### src/rtl/bin_to_bcd_seq_pkg.sv
// Shared constants and state encoding for the
// sequential binary-to-BCD converter.
package bin_to_bcd_seq_pkg;

    localparam int BCD_MAX  = 9999;
    localparam int BCD_NDIG = 4;
    localparam int NIB_W    = 4;

    typedef enum logic [1:0] {
        IDLE  = 2'd0,
        SHIFT = 2'd1,
        LATCH = 2'd2
    } state_e;

endpackage

### src/rtl/bin_to_bcd_seq_add3.sv
// Double-dabble correction cell:
// nibbles of 5 or more get 3 added before the shift.
module bin_to_bcd_seq_add3 (
    input  logic [3:0] nib_i,
    output logic [3:0] nib_o
);

    // add 3 so the following shift carries into the next digit
    always_comb begin
        nib_o = nib_i;
        if (nib_i >= 4'd5) nib_o = nib_i + 4'd3;
    end

endmodule

### src/rtl/bin_to_bcd_seq.sv
// Sequential binary-to-BCD converter, one bit per clock,
// with start/busy/done handshake and saturating overflow.
module bin_to_bcd_seq
    import bin_to_bcd_seq_pkg::*;
#(
    parameter int BIN_W = 14,
    parameter int NDIG  = BCD_NDIG
) (
    input  logic             clk_100MHz,
    input  logic             reset,
    input  logic             start,
    input  logic [BIN_W-1:0] bin,
    output logic             busy,
    output logic             done,
    output logic             overflow,
    output logic [3:0]       ones,
    output logic [3:0]       tens,
    output logic [3:0]       hundreds,
    output logic [3:0]       thousands
);

    localparam int CNT_W = $clog2(BIN_W);
    localparam int SCR_W = NIB_W * NDIG;

    state_e             state_q;
    logic [BIN_W-1:0]   shreg_q;
    logic [BIN_W-1:0]   shreg_d;
    logic [SCR_W-1:0]   scr_q;
    logic [SCR_W-1:0]   scr_d;
    logic [SCR_W-1:0]   adj;
    logic [CNT_W-1:0]   cnt_q;
    logic               ovf_r_q;
    logic [SCR_W-1:0]   dig_q;
    logic               busy_q;
    logic               done_q;
    logic               ovf_q;
    logic               bin_ovf;

    assign bin_ovf = int'(bin) > BCD_MAX;

    for (genvar g = 0; g < NDIG; g++) begin : g_add3
        bin_to_bcd_seq_add3 u_add3 (
            .nib_i (scr_q[g*NIB_W +: NIB_W]),
            .nib_o (adj[g*NIB_W +: NIB_W])
        );
    end

    // corrected scratch and binary shift left as one word;
    // the scratch MSB falls off (only when saturating anyway)
    always_comb begin
        {scr_d, shreg_d} = {adj, shreg_q} << 1;
    end

    // control FSM, shift registers and held result registers
    always_ff @(posedge clk_100MHz or negedge reset) begin
        if (!reset) begin
            state_q <= IDLE;
            shreg_q <= '0;
            scr_q   <= '0;
            cnt_q   <= '0;
            ovf_r_q <= 1'b0;
            dig_q   <= '0;
            busy_q  <= 1'b0;
            done_q  <= 1'b0;
            ovf_q   <= 1'b0;
        end else begin
            done_q <= 1'b0;
            unique case (state_q)
                IDLE: begin
                    if (start) begin
                        shreg_q <= bin;
                        scr_q   <= '0;
                        cnt_q   <= '0;
                        ovf_r_q <= bin_ovf;
                        busy_q  <= 1'b1;
                        state_q <= SHIFT;
                    end
                end
                SHIFT: begin
                    shreg_q <= shreg_d;
                    scr_q   <= scr_d;
                    cnt_q   <= cnt_q + 1'b1;
                    if (cnt_q == CNT_W'(BIN_W - 1)) state_q <= LATCH;
                end
                LATCH: begin
                    dig_q   <= ovf_r_q ? {NDIG{4'd9}} : scr_q;
                    ovf_q   <= ovf_r_q;
                    done_q  <= 1'b1;
                    busy_q  <= 1'b0;
                    state_q <= IDLE;
                end
                default: state_q <= IDLE;
            endcase
        end
    end

    assign busy      = busy_q;
    assign done      = done_q;
    assign overflow  = ovf_q;
    assign ones      = dig_q[3:0];
    assign tens      = dig_q[7:4];
    assign hundreds  = dig_q[11:8];
    assign thousands = dig_q[15:12];

endmodule

### config.mk
export PLATFORM = sky130hd
export DESIGN_NAME = bin_to_bcd_seq
export DESIGN_NICKNAME = d
export VERILOG_FILES = /design/src/rtl/bin_to_bcd_seq_pkg.sv /design/src/rtl/bin_to_bcd_seq_add3.sv /design/src/rtl/bin_to_bcd_seq.sv
export SDC_FILE = /design/constraint.sdc
export NUM_CORES = 1
export LEC_CHECK = 0
export ABC_AREA = 0
export CAP_MARGIN = 30
export CORE_ASPECT_RATIO = 1.5
export CORE_MARGIN = 1.5
export CORE_UTILIZATION = 30
export DETAILED_ROUTE_END_ITERATION = 7
export GPL_ROUTABILITY_DRIVEN = 0
export PLACE_DENSITY_LB_ADDON = 0.1
export SLEW_MARGIN = 20
export SYNTH_ARGS = -nofsm -noshare
export SYNTH_HDL_FRONTEND = slang
export SYNTH_SLANG_ARGS = --single-unit
### constraint.sdc
create_clock -name clk_100MHz -period 1.8 [get_ports clk_100MHz]
set_input_delay 0.36 -clock clk_100MHz [delete_from_list [all_inputs] [get_ports clk_100MHz]]
set_output_delay 0.36 -clock clk_100MHz [all_outputs]
set_load 0.005 [all_outputs]
Word level (Yosys, flattened, before mapping). Index checks and enable logic that the tools add are counted.

Register bits: 56. Latch bits: 0. Memory bits (writable): 0. Bits in read-only memories: 0. Output and inout bits: 19. Word-level logic and storage cells: 48. Memories: 0.

$add $sub $neg: 5. Multiply operators: 0. Divide/modulo/power cells: 0. Order comparisons: 5. Eq/ne operators: 5. Shifts and indexed selects: 0. Multiplexer cells: 17. Bitwise gates (word level): 0. Reduce and logical (&&, ||, !) cells: 7.

Operator list (number): $mux 16 (2); $pmux 16 s2 (1); $pmux 14 s2 (1); $ge 4x3->1 const B (4); $mux 4 (4); $gt 14x14->1 const B (1); $mux 14 (1); $add 4x2->4 const B (3); $pmux 4 s2 (1); $reduce_and 2->1 (4); $add 4x1->4 const B (1); $eq 4x4->1 const B (1); $mux 2 (2); $ne 2x2->1 const B (2); $pmux 2 s2 (1); $reduce_bool 2->1 (2); $add 3x2->3 const B (1); $mux 3 (1); $eq 2x1->1 const B (1); $eq 2x2->1 const B (1); $logic_not 2->1 (1); $mux 1 (2); $pmux 1 s2 (1).

Depth between registers and ports, before layout.
Depth after elaboration: 3. Mapped depth: 6.

By module. A second synthesis with hierarchy kept.

Cells, all modules: 308. Area, all modules: 2801.4 um^2.

Modules (own cells, without submodules): bin_to_bcd_seq (instances 1, cells an instance 244, area an instance 2396.0 um^2); bin_to_bcd_seq_add3 (instances 4, cells an instance 16, area an instance 101.3 um^2).

Worst setup path before layout. OpenSTA, ideal clock, no wires.

Path type: flip-flop to flip-flop. Start: register scr_q[0]. End: register scr_q[2]. Setup time: 0.083 ns. Arrival time: 1.433 ns. Setup slack: 0.285 ns. Stages on the path, launching flop included: 7. Cells stage by stage: dfrtp_1 inv_1 ha_1 nand2b_1 a21oi_1 mux2_2 o21ai_0.

Longest elaborated chain between the ends: 3. Elaborated cells on any way between the ends: 4.

RTL lines: from (decl) (line bin_to_bcd_seq.sv:28) `logic [SCR_W-1:0] scr_q;`; from (signal assigned) (line bin_to_bcd_seq.sv:81) `scr_q <= scr_d;`; $add 4x2->4 or $ge 4x3->1 (tied branches) (line bin_to_bcd_seq_add3.sv:11) `if (nib_i >= 4'd5) nib_o = nib_i + 4'd3;`; $mux 4 * (line bin_to_bcd_seq_add3.sv:11); $pmux 16 s2 * (line bin_to_bcd_seq.sv:68) `unique case (state_q)`.

Every way passes the cells marked *; elsewhere a longest branch is shown, timed or not. A chain may end at the register's enable or synchronous reset.

Worst setup path in the final report.
Start: register scr_q[12]. End: register scr_q[14].

Longest elaborated chain between the ends: 3. Elaborated cells on any way between the ends: 4.

RTL lines (line): $ge 4x3->1 or $add 3x2->3 (tied branches) (bin_to_bcd_seq_add3.sv:11); $mux 3 * (bin_to_bcd_seq_add3.sv:11); $pmux 16 s2 * (bin_to_bcd_seq.sv:68).

Marked as above.

==> impl_metrics.tcl <==
set metrics [dict create \
    dieArea_um2 9120 \
    wirelength_um 5290 \
    layout_setup_ws_ns 0.175 \
    drtPass1Iterations 4 \
    yosys_register_bits 56 \
    drtIter0Drc 75 \
    cts_resized 0 \
    fin_tns_setup_ns 0 \
    ys.warnings.count 0 \
    ys_seq_area_frac 0.547 \
    antenna_cells 0 \
    cts_root_buf "clkbuf_16" \
    dieWidth_um 78.5 \
    vias 1932 \
    fin_nets 329 \
    coreArea_um2 8360 \
    clock-sinks 56 \
    cts.clk_slew.worst_paths_ns 0.07 \
    synth_top_family_by_area "simple AND/OR/NAND/NOR gates" \
    die_h_um 116 \
    postCtsSetupRepairBufs 0 \
    vias_per_cell 4.71 \
    crit_required_ns 2.01 \
    syn_area_um2 2560 \
    drc_errors 0 \
    rsz0062_at_grt "false" \
    clock_latency_ns 0.29 \
    grt_pass1_vias 1902 \
    track_usage 0.129 \
    grt_overflow_total 0 \
    crit_fanout 4 \
    setup_viol 0 \
    numCtsBuffers 5 \
    cts_tree "done" \
    cts_hold_buf 0 \
    synth_area_per_cell_um2 9.79 \
    status "complete, no violations" \
    multi_input_area_um2 1040 \
    fill_cells 853 \
    hold_class "input port to async pin" \
    antenna_found_initial 0 \
    r2r_cells 6 \
    rr_startpoint "scr_q[12]$_DFFE_PN0P_" \
    initial_core_util 0.307 \
    synth-simple-area-share 0.163 \
    p_leak_nw 1.44 \
    post_route_cells_drive_above_1_share 0.0891 \
    synth-xor-area-share 0.0273 \
    grt_pass1_wl_um 9070 \
    syn_inst 262 \
    power.density_nw_per_um2 1650 \
    drv_slew 0 \
    htreeDepth 2 \
    skew_ns 0.00570 \
    synth_compound_area_frac 0.150 \
    io_pins 36 \
    synthMuxAreaShare 0.0176 \
    drv_cap 0 \
    synthToLayoutAreaGrowth_pct 28.3 \
    cp-end-kind "flop" \
    critPathLaunch "scr_q[12]$_DFFE_PN0P_" \
    syn-num-nets 289 \
    grt_max_degree 31 \
    dp_worst_setup_slack_ns -0.113 \
    start_kind "flop" \
    io_buffers 35 \
    path_class "flop to flop" \
    finalHoldViolCount 0 \
    detail_route.wl_per_cell_um 12.9 \
    dpl.hpwl_um 3810 \
    rows 41 \
    min_period_ns 1.62 \
    fin_crit_sh 0.903 \
    fmaxAchievable_mhz 615 \
    seq_area_um2 1400 \
    synth_adder_area_share 0.0488 \
    cts_buffer_depth 2 \
    tightest_slew_ns 0.567 \
    ant_nets 0 \
    ys_types 31 \
    slew_headroom 0.622 \
    ir_drop_mv 0.536 \
    worstPathArrival_ns 1.84 \
]
layout make-up:
type,count,share of cell area
sequential,56,0.426
multi-input combinational,178,0.317
timing repair buffer,49,0.152
tap,107,0.0407
clock buffer,6,0.0392
inverter,12,0.0137
clock inverter,2,0.0107
cells in the final DEF, fill, tap and decap left out, drive strengths merged:
cell | Yosys | layout
xnor2 | 4 | 4
and3 | 1 | 1
nand2 | 25 | 25
nand3 | 17 | 17
o21ai | 27 | 27
mux2 | 4 | 4
nor3b | 1 | 1
a22oi | 1 | 1
a32o | 4 | 4
xor2 | 4 | 4
nand2b | 9 | 9
a21oi | 5 | 5
inv | 12 | 12
nor3 | 1 | 1
nor2b | 1 | 1
buf | 6 | 15
clkbuf | 10 | 6
nor4 | 1 | 1
o31ai | 11 | 11
nor2 | 36 | 36
clkdlybuf4s50 | 0 | 34
nand4 | 1 | 1
dfrtp | 56 | 56
ha | 10 | 10
o22ai | 12 | 12
or3b | 1 | 1
bufinv | 0 | 1
o311ai | 1 | 1
clkinv | 0 | 1
a311o | 1 | 1
final timing paths:
kind,to,slack (ns)
max in group asynchronous,shreg_q[4]$_DFFE_PN0P_,1.23
worst min-delay path,dig_q[3]$_DFFE_PN0P_,0.004
worst max register to register,scr_q[14]$_DFFE_PN0P_,0.18
worst min register to register,dig_q[9]$_DFFE_PN0P_,0.48
worst max-delay path,scr_q[14]$_DFFE_PN0P_,0.18
min in group clk_100MHz,dig_q[9]$_DFFE_PN0P_,0.48
critical path, cell delays in order, from the launching register on:
cell	delay, ns
dfrtp_1	0.42
inv_1	0.10
ha_1	0.19
nand2b_1	0.06
a21oi_1	0.24
mux2_2	0.37
o21ai_0	0.16
layer usage:
metal	vias up	wire, um	GRT usage
met5	-	0	0
met4	0	102	0.0571
met3	7	154	0.0281
met2	31	2650	0.222
met1	912	2380	0.155
li1	982	-	-
cell usage after synthesis:
cell type  number  area share
ha_1           10       0.049
nand4_1         1      0.0024
buf_6           1      0.0044
buf_4           1      0.0029
nand2_2         1      0.0024
nor2b_1         1      0.0024
dfrtp_1        56        0.55
o22ai_1        12       0.029
nor4_1          1      0.0024
nand2b_1        9       0.022
mux2_2          4       0.018
o311ai_0        1      0.0034
a21oi_1         5      0.0098
nand3_1        17       0.033
clkbuf_1       10       0.015
nor3b_1         1      0.0029
buf_1           2      0.0029
o31ai_1        11       0.032
buf_2           2      0.0039
xnor2_1         4       0.014
xor2_1          4       0.014
and3_1          1      0.0024
or3b_1          1      0.0034
o21ai_0        27       0.053
a32o_1          4       0.016
inv_1          12       0.018
nor2_1         36       0.053
a311o_1         1      0.0039
nor3_1          1      0.0020
nand2_1        24       0.035
a22oi_1         1      0.0029
sequential cells by signal (all words and copies together) (netlist names):
register  cells
shreg_q      14
dig_q        16
state_q       2
ovf_r_q       1
overflow      1
busy          1
done          1
scr_q        16
cnt_q         4
kinds of logic (layout without fill, tap and decap cells):
family                     after synthesis  after routing
adders and majority gates               10             10
DFF                                     56             56
buffers and inverters                   28             69
xor gates and xnor gates                 8              8
AOI/OAI and AO/OA                       62             62
and+or+nand+nor                         94             94
muxes                                    4              4
through the flow:
| step | instance area, um2 | util | hold WS, ns | std cells | power [W] |
|---|---|---|---|---|---|
| after floorplan | 2560 | - | 0.0644 | 262 | 0.00352 |
| after global placement | 3120 | 0.374 | 0.345 | 402 | 0.00436 |
| after detailed placement | 3120 | 0.374 | 0.335 | 402 | 0.00441 |
| after CTS | 3290 | 0.393 | 0.0147 | 410 | 0.00554 |
| after global routing | 3290 | 0.393 | 0.0206 | 410 | 0.00591 |
| final | 3290 | 0.393 | 0.00444 | 410 | 0.00544 |
power by group:
group	switching, W	leakage (nW)	total (W)	internal (W)
Clock	0.000446	0.0808	0.00110	0.000656
Sequential	0.000411	0.710	0.00219	0.00177
Combinational	0.00101	0.653	0.00215	0.00114
Total	0.00187	1.44	0.00544	0.00357
(Power assumes the default switching activity.)
